--- src/rtl/result_sig_collector.sv ---
// result_sig_collector: FIFO buffer plus rotate-XOR frame signature
// for the datapath result stream.
//
// Ports:
//   clk, rst_n     clock, synchronous active-low reset
//   clear          synchronous soft clear, same effect as reset
//   in_valid/in_data/in_ready     upstream handshake
//   out_valid/out_data/out_ready  downstream handshake (FIFO head)
//   level          FIFO occupancy
//   count          saturating count of accepted words
//   frame_sig      signature of last completed frame
//   frame_done     one-cycle pulse after frame_sig updates
module result_sig_collector #(
  parameter int DATA_W    = 10,
  parameter int DEPTH     = 4,
  parameter int FRAME_LEN = 8,
  parameter int CNT_W     = 16
) (
  input  logic                       clk,
  input  logic                       rst_n,
  input  logic                       clear,
  input  logic                       in_valid,
  input  logic [DATA_W-1:0]          in_data,
  output logic                       in_ready,
  output logic                       out_valid,
  output logic [DATA_W-1:0]          out_data,
  input  logic                       out_ready,
  output logic [$clog2(DEPTH):0]     level,
  output logic [CNT_W-1:0]           count,
  output logic [DATA_W-1:0]          frame_sig,
  output logic                       frame_done
);

  localparam int PW   = $clog2(DEPTH);
  localparam int LW   = PW + 1;
  localparam int FC_W = (FRAME_LEN > 1) ? $clog2(FRAME_LEN) : 1;
  localparam logic [FC_W-1:0] FC_LAST = FC_W'(FRAME_LEN - 1);
  localparam logic [LW-1:0]   FULL    = LW'(DEPTH);

  logic [DATA_W-1:0] mem [DEPTH];
  logic [PW-1:0]     rd_ptr;
  logic [PW-1:0]     wr_ptr;
  logic [LW-1:0]     level_q;
  logic [CNT_W-1:0]  count_q;
  logic [DATA_W-1:0] sig;
  logic [DATA_W-1:0] sig_next;
  logic [FC_W-1:0]   frame_cnt;
  logic [DATA_W-1:0] frame_sig_q;
  logic              frame_done_q;
  logic              accept;
  logic              pop;
  logic              wipe;

  assign in_ready   = (level_q != FULL);
  assign out_valid  = (level_q != '0);
  assign out_data   = mem[rd_ptr];
  assign level      = level_q;
  assign count      = count_q;
  assign frame_sig  = frame_sig_q;
  assign frame_done = frame_done_q;

  assign accept = in_valid & in_ready;
  assign pop    = out_valid & out_ready;
  assign wipe   = !rst_n || clear;

  assign sig_next = {sig[DATA_W-2:0], sig[DATA_W-1]} ^ in_data;

  // Storage carries no reset; out_data is ignored while out_valid=0.
  always_ff @(posedge clk) begin
    if (!wipe && accept) begin
      mem[wr_ptr] <= in_data;
    end
  end

  always_ff @(posedge clk) begin
    if (wipe) begin
      rd_ptr  <= '0;
      wr_ptr  <= '0;
      level_q <= '0;
    end else begin
      if (accept) wr_ptr <= wr_ptr + 1'b1;
      if (pop)    rd_ptr <= rd_ptr + 1'b1;
      unique case ({accept, pop})
        2'b10:   level_q <= level_q + 1'b1;
        2'b01:   level_q <= level_q - 1'b1;
        default: level_q <= level_q;
      endcase
    end
  end

  always_ff @(posedge clk) begin
    if (wipe) begin
      count_q      <= '0;
      sig          <= '0;
      frame_cnt    <= '0;
      frame_sig_q  <= '0;
      frame_done_q <= 1'b0;
    end else begin
      frame_done_q <= 1'b0;
      if (accept) begin
        if (count_q != '1) count_q <= count_q + 1'b1;
        if (frame_cnt == FC_LAST) begin
          frame_sig_q  <= sig_next;
          sig          <= '0;
          frame_cnt    <= '0;
          frame_done_q <= 1'b1;
        end else begin
          sig       <= sig_next;
          frame_cnt <= frame_cnt + 1'b1;
        end
      end
    end
  end

endmodule

--- config.mk ---
export PLATFORM = sky130hd
export DESIGN_NAME = result_sig_collector
export DESIGN_NICKNAME = d
export VERILOG_FILES = /design/src/rtl/result_sig_collector.sv
export SDC_FILE = /design/constraint.sdc
export NUM_CORES = 1
export LEC_CHECK = 0
export ABC_AREA = 1
export CAP_MARGIN = 20
export CORE_UTILIZATION = 45
export DETAILED_ROUTE_END_ITERATION = 10
export PLACE_DENSITY = 0.68
export SYNTH_ARGS = -nofsm -noshare
export SYNTH_HDL_FRONTEND = slang
export SYNTH_SLANG_ARGS = --single-unit
--- constraint.sdc ---
create_clock -name clk -period 2.2 [get_ports clk]
set_input_delay 0.33 -clock clk [delete_from_list [all_inputs] [get_ports clk]]
set_output_delay 0.33 -clock clk [all_outputs]
set_load 0.03 [all_outputs]
==> results of run 1 <==
## critical path: stages (launching register included)
cell	delay [ps]
dfxtp_1	440
buf_4	200
o21ai_0	100
o22ai_1	210
dlygate4sd2_1	420
## metrics by stage
| stage | util [%] | setup TNS (ps) |
|---|---|---|
| CTS | 58.0 | 0 |
| finish | 58.1 | 0 |
| global route | 58.1 | 0 |
| detailed placement | 55.8 | -52.2 |
| floorplan | - | 0 |
| global placement | 55.8 | 0 |
## area by class of cell
cell class	count	area [sq um]
clock inverter	7	71.3
sequential	89	2180
multi-input combinational	294	1560
tap	105	131
clock buffer	9	124
timing repair buffer	69	646
inverter	28	105
fill	717	3480
## placed cells by master, fill, tap and decap left out, types with 10 or more instances in the layout
cell and n:
nor2_1 83, nand2_1 60, o21ai_0 47, dfxtp_1 47
clkdlybuf4s50_1 46, edfxtp_1 40, inv_1 24, nand3_1 22
a21oi_1 19, buf_4 13, xor2_1 12, o22ai_1 10
dlygate4sd2_1 10
## power breakdown
group / internal, W / switching [W]
Clock: 0.000444 / 0.000662
Sequential: 0.00175 / 0.0000163
Combinational: 0.0000868 / 0.000142
## cells in the mapped netlist, types with 2 or more instances
cell type,number
nand2_2,6
nor2_1,84
nand3_2,3
o22ai_1,10
o21ai_0,47
ha_1,8
nor3_1,2
xor2_1,12
inv_2,2
inv_1,25
buf_2,4
nand2_1,60
nand4_1,3
o21ai_1,3
edfxtp_1,40
a21oi_1,19
nor2_2,2
nor2_4,4
dfxtp_1,49
clkbuf_1,8
nand3_1,22
## layer usage
layer | share of wire, % | vias to the layer above | wire length (um) | track usage (%)
li1 | - | 1557 | - | -
met2 | 48 | 68 | 3980 | 32.3
met5 | 0 | - | 0 | 0
met3 | 3.9 | 13 | 327 | 3.03
met4 | 1.6 | 0 | 130 | 7.58
met1 | 47 | 1435 | 3890 | 25.5
## cell families (layout without fill, tap and decap cells)
logic type	after synthesis	count (layout)	synth area share [%]
XOR/XNOR	13	13	2.91
AND/OR/NAND/NOR	189	189	21.9
adder cells (fa/ha/maj)	9	9	3.07
buffers and inverters	43	113	4.58
flip-flops	89	89	55.8
AO/OA/AOI/OAI	83	83	11.7
## worst paths after layout
path	endpoint	cells past startpoint	slack (ps)
setup reg to reg	level[2]$_SDFFE_PP0P_	9	310
hold / removal	flop	2	470
hold reg to reg	flop	2	470
setup / recovery	out_data[4]	4	140
## registers in the layout, summed over array words and instances (netlist names), named ones only
name / flops
wr_ptr: 2
frame_cnt: 3
sig: 10
frame_sig: 10
count: 16
level: 3
mem: 40
frame_done: 1
rd_ptr: 2
## what timing repair did
action | 4_1_cts | 5_1_grt
resized for setup | 12 | 1
cloned | 0 | 0
endpoints found under the setup margin | 10 | 1
hold buffers | 0 | 0
==> out/results.tsv, run 1 <==
metric	value	unit
via_per_inst	5.11	
dpl.cell_count	585	
setup_ws	141	ps
grt_pass1_vias	2814	
cts_setup_buffers	0	
grt_pass1_wl	13400	um
wl	8330	um
dieHeight	95.2	um
synth.avg_cell_area	9.18	sq um
h-tree-depth	3	
design.core.area	0.00830	sq mm
grt_start_max_net_pins	41	
cts_tree	yes	
synth_fp_nets	450	
synth_top_area_share	30.7	%
area_growth	23.3	%
fin_cells	601	
hp-class	reg2reg	
initial_utilization	47.1	%
grtUsageTotal	19.5	%
cap_violations	0	
rsz0062_at_grt	false	
wl_per_cell	13.9	um
drtPass1Iterations	4	
dp_slack	-52.2	ps
synth-edff-count	40	
hold_viol_final	0	
remaining_drc_errors	0	
finalCritPeriodShare	93.6	%
placed_cell_area	0.00463	sq mm
path_max_fanout	9	
cts_sinks	89	
fin_crit	2060	ps
arrival	1730	ps
ys_seq_elements	89	
synth_area_leader_cell	edfxtp_1	
fin_worst_skew	12.6	ps
die_w	95.2	um
worstSetupEndpointType	output port	
die_area	0.00906	sq mm
hp-start	rd_ptr[1]$_SDFFE_PP0P_	
yosysSeqAreaShare	55.8	%
globalplace.congestion	0.834	
relSlewSlack	73.7	%
synth_cells	426	
synthTopCellsByArea	edfxtp_1 (31%), dfxtp_1 (25%), nor2_1 (8.1%)	
worstSetupPathType	reg2out	
status	completed	
cts_buffer_depth	2	
required	1870	ps
worstReg2RegStart	level[2]$_SDFFE_PP0P_	
cts_root_buf	clkbuf_8	
worstMarginPinSlew	395	ps
path_clk_slew	100	ps
antenna_left	0	
num_antenna_cells	0	
peakVddDrop	0.000398	V
globalRouteOverflowTotal	0	
cts_buffers	9	
synth.distinct_cells	34	
dp_hpwl	5780	um
netlist_area	0.00391	sq mm
clk_latency	360	ps
start_kind	flop	
drive_gt1_share	11.5	%
antenna_found_initial	0	
p_leak	1.83	nW
final_area	0.00482	sq mm
power	0.00310	W
async_flop_share	0	%
p_per_area	643	mW/mm^2
pin_count	57	
finalSetupViolCount	0	
nets	515	
io_buffers	56	
slew_viol_final	0	
vias	3073	
synth_flop_cell	dfxtp_1	
drt_iter0_markers	130	
hold_slack	466	ps
yosys_warnings	0	
core.rowCount	33	
clock.fmax	0.486	GHz
Power figures use the tool's default switching activity.
==> run 2, diff against run 1 <==
--- a/config.mk
+++ b/config.mk
@@ -13,3 +13,4 @@
 export SYNTH_ARGS = -nofsm -noshare
 export SYNTH_HDL_FRONTEND = slang
 export SYNTH_SLANG_ARGS = --single-unit
+export TNS_END_PERCENT = 20
==> constraint.sdc (replaced) <==
create_clock -name clk -period 2.3 [get_ports clk]
set_input_delay 0.345 -clock clk [delete_from_list [all_inputs] [get_ports clk]]
set_output_delay 0.345 -clock clk [all_outputs]
set_load 0.03 [all_outputs]
==> run 2 against run 1 <==
- setup slack better by 100 ps
- via count hardly changed
- sequential power is 5% lower
- utilization is 0.59 points higher
- cell count is 0.33% lower
- clock-buffer cell count stayed put
- worst hold slack better by 2.4 ps
- first-iteration DRC count is 6.9% higher
- design area is 1.0% higher
- combinational power is 5% lower
- global-route usage is 0.26 points higher
- critical path type unchanged
- wire length is 0.74% higher
==> out/results.tsv, run 2 (synthesis gave the netlist of run 1 again) <==
metric	value	unit
worstMarginPinSlew	384	ps
r2r_slack	330	ps
peakVddDrop	0.000354	V
cts_buffer_depth	2	
top_register	mem	
finalCritPeriodShare	89.4	%
wl_per_cell	14.0	um
hold_viol_final	0	
cp_slowest_cell	dlygate4sd2_1	
pin_count	57	
mostFrequentLayoutCells	nor2_1 (83), nand2_1 (60), o21ai_0 (47), dfxtp_1 (47), clkdlybuf4s50_1 (46)	
io_buffers	56	
wl	8390	um
hp-start	rd_ptr[1]$_SDFFE_PP0P_	
p_leak	1.86	nW
area_growth	24.6	%
h-tree-depth	3	
clock.fmax	0.486	GHz
cts_buffers	9	
clk_latency	360	ps
core.rowCount	33	
grt_pass1_wl	13600	um
cts_root_buf	clkbuf_8	
tns	0	ps
path_clk_slew	80	ps
grt_start_max_net_pins	41	
worstSetupPathType	reg2out	
initial_utilization	47.1	%
grt_pass1_vias	2809	
remaining_drc_errors	0	
die_area	0.00906	sq mm
fin_worst_skew	9.59	ps
cts_tree	yes	
arrival	1710	ps
max_stage_delay	430	ps
num_antenna_cells	0	
nets	513	
cp_top_family	buffers and inverters	
dp_hpwl	5720	um
antenna_left	0	
hp-class	reg2reg	
cap_violations	0	
cts_sinks	89	
vias	3072	
fin_crit	2060	ps
required	1960	ps
status	completed	
globalplace.congestion	0.846	
path_max_fanout	20	
start_kind	flop	
die_w	95.2	um
worstSetupEndpointType	output port	
design.core.area	0.00830	sq mm
crit_chain	inv_1, buf_4, o21ai_0, o22ai_1, dlygate4sd2_1	
slew_viol_final	0	
antenna_found_initial	0	
p_per_area	660	mW/mm^2
drtPass1Iterations	4	
drive_gt1_share	10.9	%
critical_path_buf_inv_count	3	
finalSetupViolCount	0	
relSlewSlack	74.4	%
dieHeight	95.2	um
cts_hold_buffers	0	
cts_setup_buffers	0	
final_common_cell	nor2_1	
placed_cell_area	0.00462	sq mm
worstReg2RegStart	level[2]$_SDFFE_PP0P_	
globalRouteOverflowTotal	0	
largest_reg_flops	40	
drt_iter0_markers	139	
rsz0062_at_grt	false	
grtUsageTotal	19.8	%
via_per_inst	5.13	
final_area	0.00487	sq mm
post_cts_resized	9	
run 2: changes by cell type in the layout (fill, tap and decap cells not counted), sizes merged:
cell and delta:
inv -2, bufinv +3, dlygate4sd2 -2, buf -2, dlymetal6s2s +2, clkinvlp +1
clkinv -2
run 2: final cells by class:
class                           count  area [sq um]
Tap cell                          105           131
Sequential cell                    89          2180
Fill cell                         727          3430
Inverter                           28           105
Clock buffer                        9           124
Clock inverter                      7           124
Multi-Input combinational cell    294          1550
Timing Repair Buffer               67           651
run 2: through the flow:
stage / instances / util (%) / hold slack [ps] / worst slack, ps / power (W)
final: 599 / 58.7 / 469 / 244 / 0.00321
after global routing: 599 / 58.7 / 484 / 130 / 0.00333
after floorplan: 426 / - / 436 / 60.9 / 0.00185
after global placement: 583 / 55.7 / 453 / 158 / 0.00194
after detailed placement: 583 / 55.7 / 464 / 95.1 / 0.00195
after CTS: 599 / 58.6 / 476 / -29.0 / 0.00324
run 2: worst paths after layout:
check | end | cells after the start
worst max-delay path | out_data[4] | 5
worst min-delay path | flop | 2
worst min register to register | flop | 2
worst max register to register | level[2]$_SDFFE_PP0P_ | 9
run 2: layer usage:
layer	vias up	GRT usage (%)	part of all wire, %
met1	1430	26.6	46
li1	1553	-	-
met5	-	0	0
met4	0	6.57	1.5
met2	77	31.6	48
met3	12	4.15	4.7
run 2: tightest hold or removal path, cell delays in order, from the launching register on:
cell and delay (ps):
dfxtp_1 300, inv_1 60, a21oi_1 70
run 2: where the power goes:
part / switching, W / internal [W]
clock: 0.000577 / 0.000731
combinational: 0.000135 / 0.0000834
sequential: 0.0000156 / 0.00167
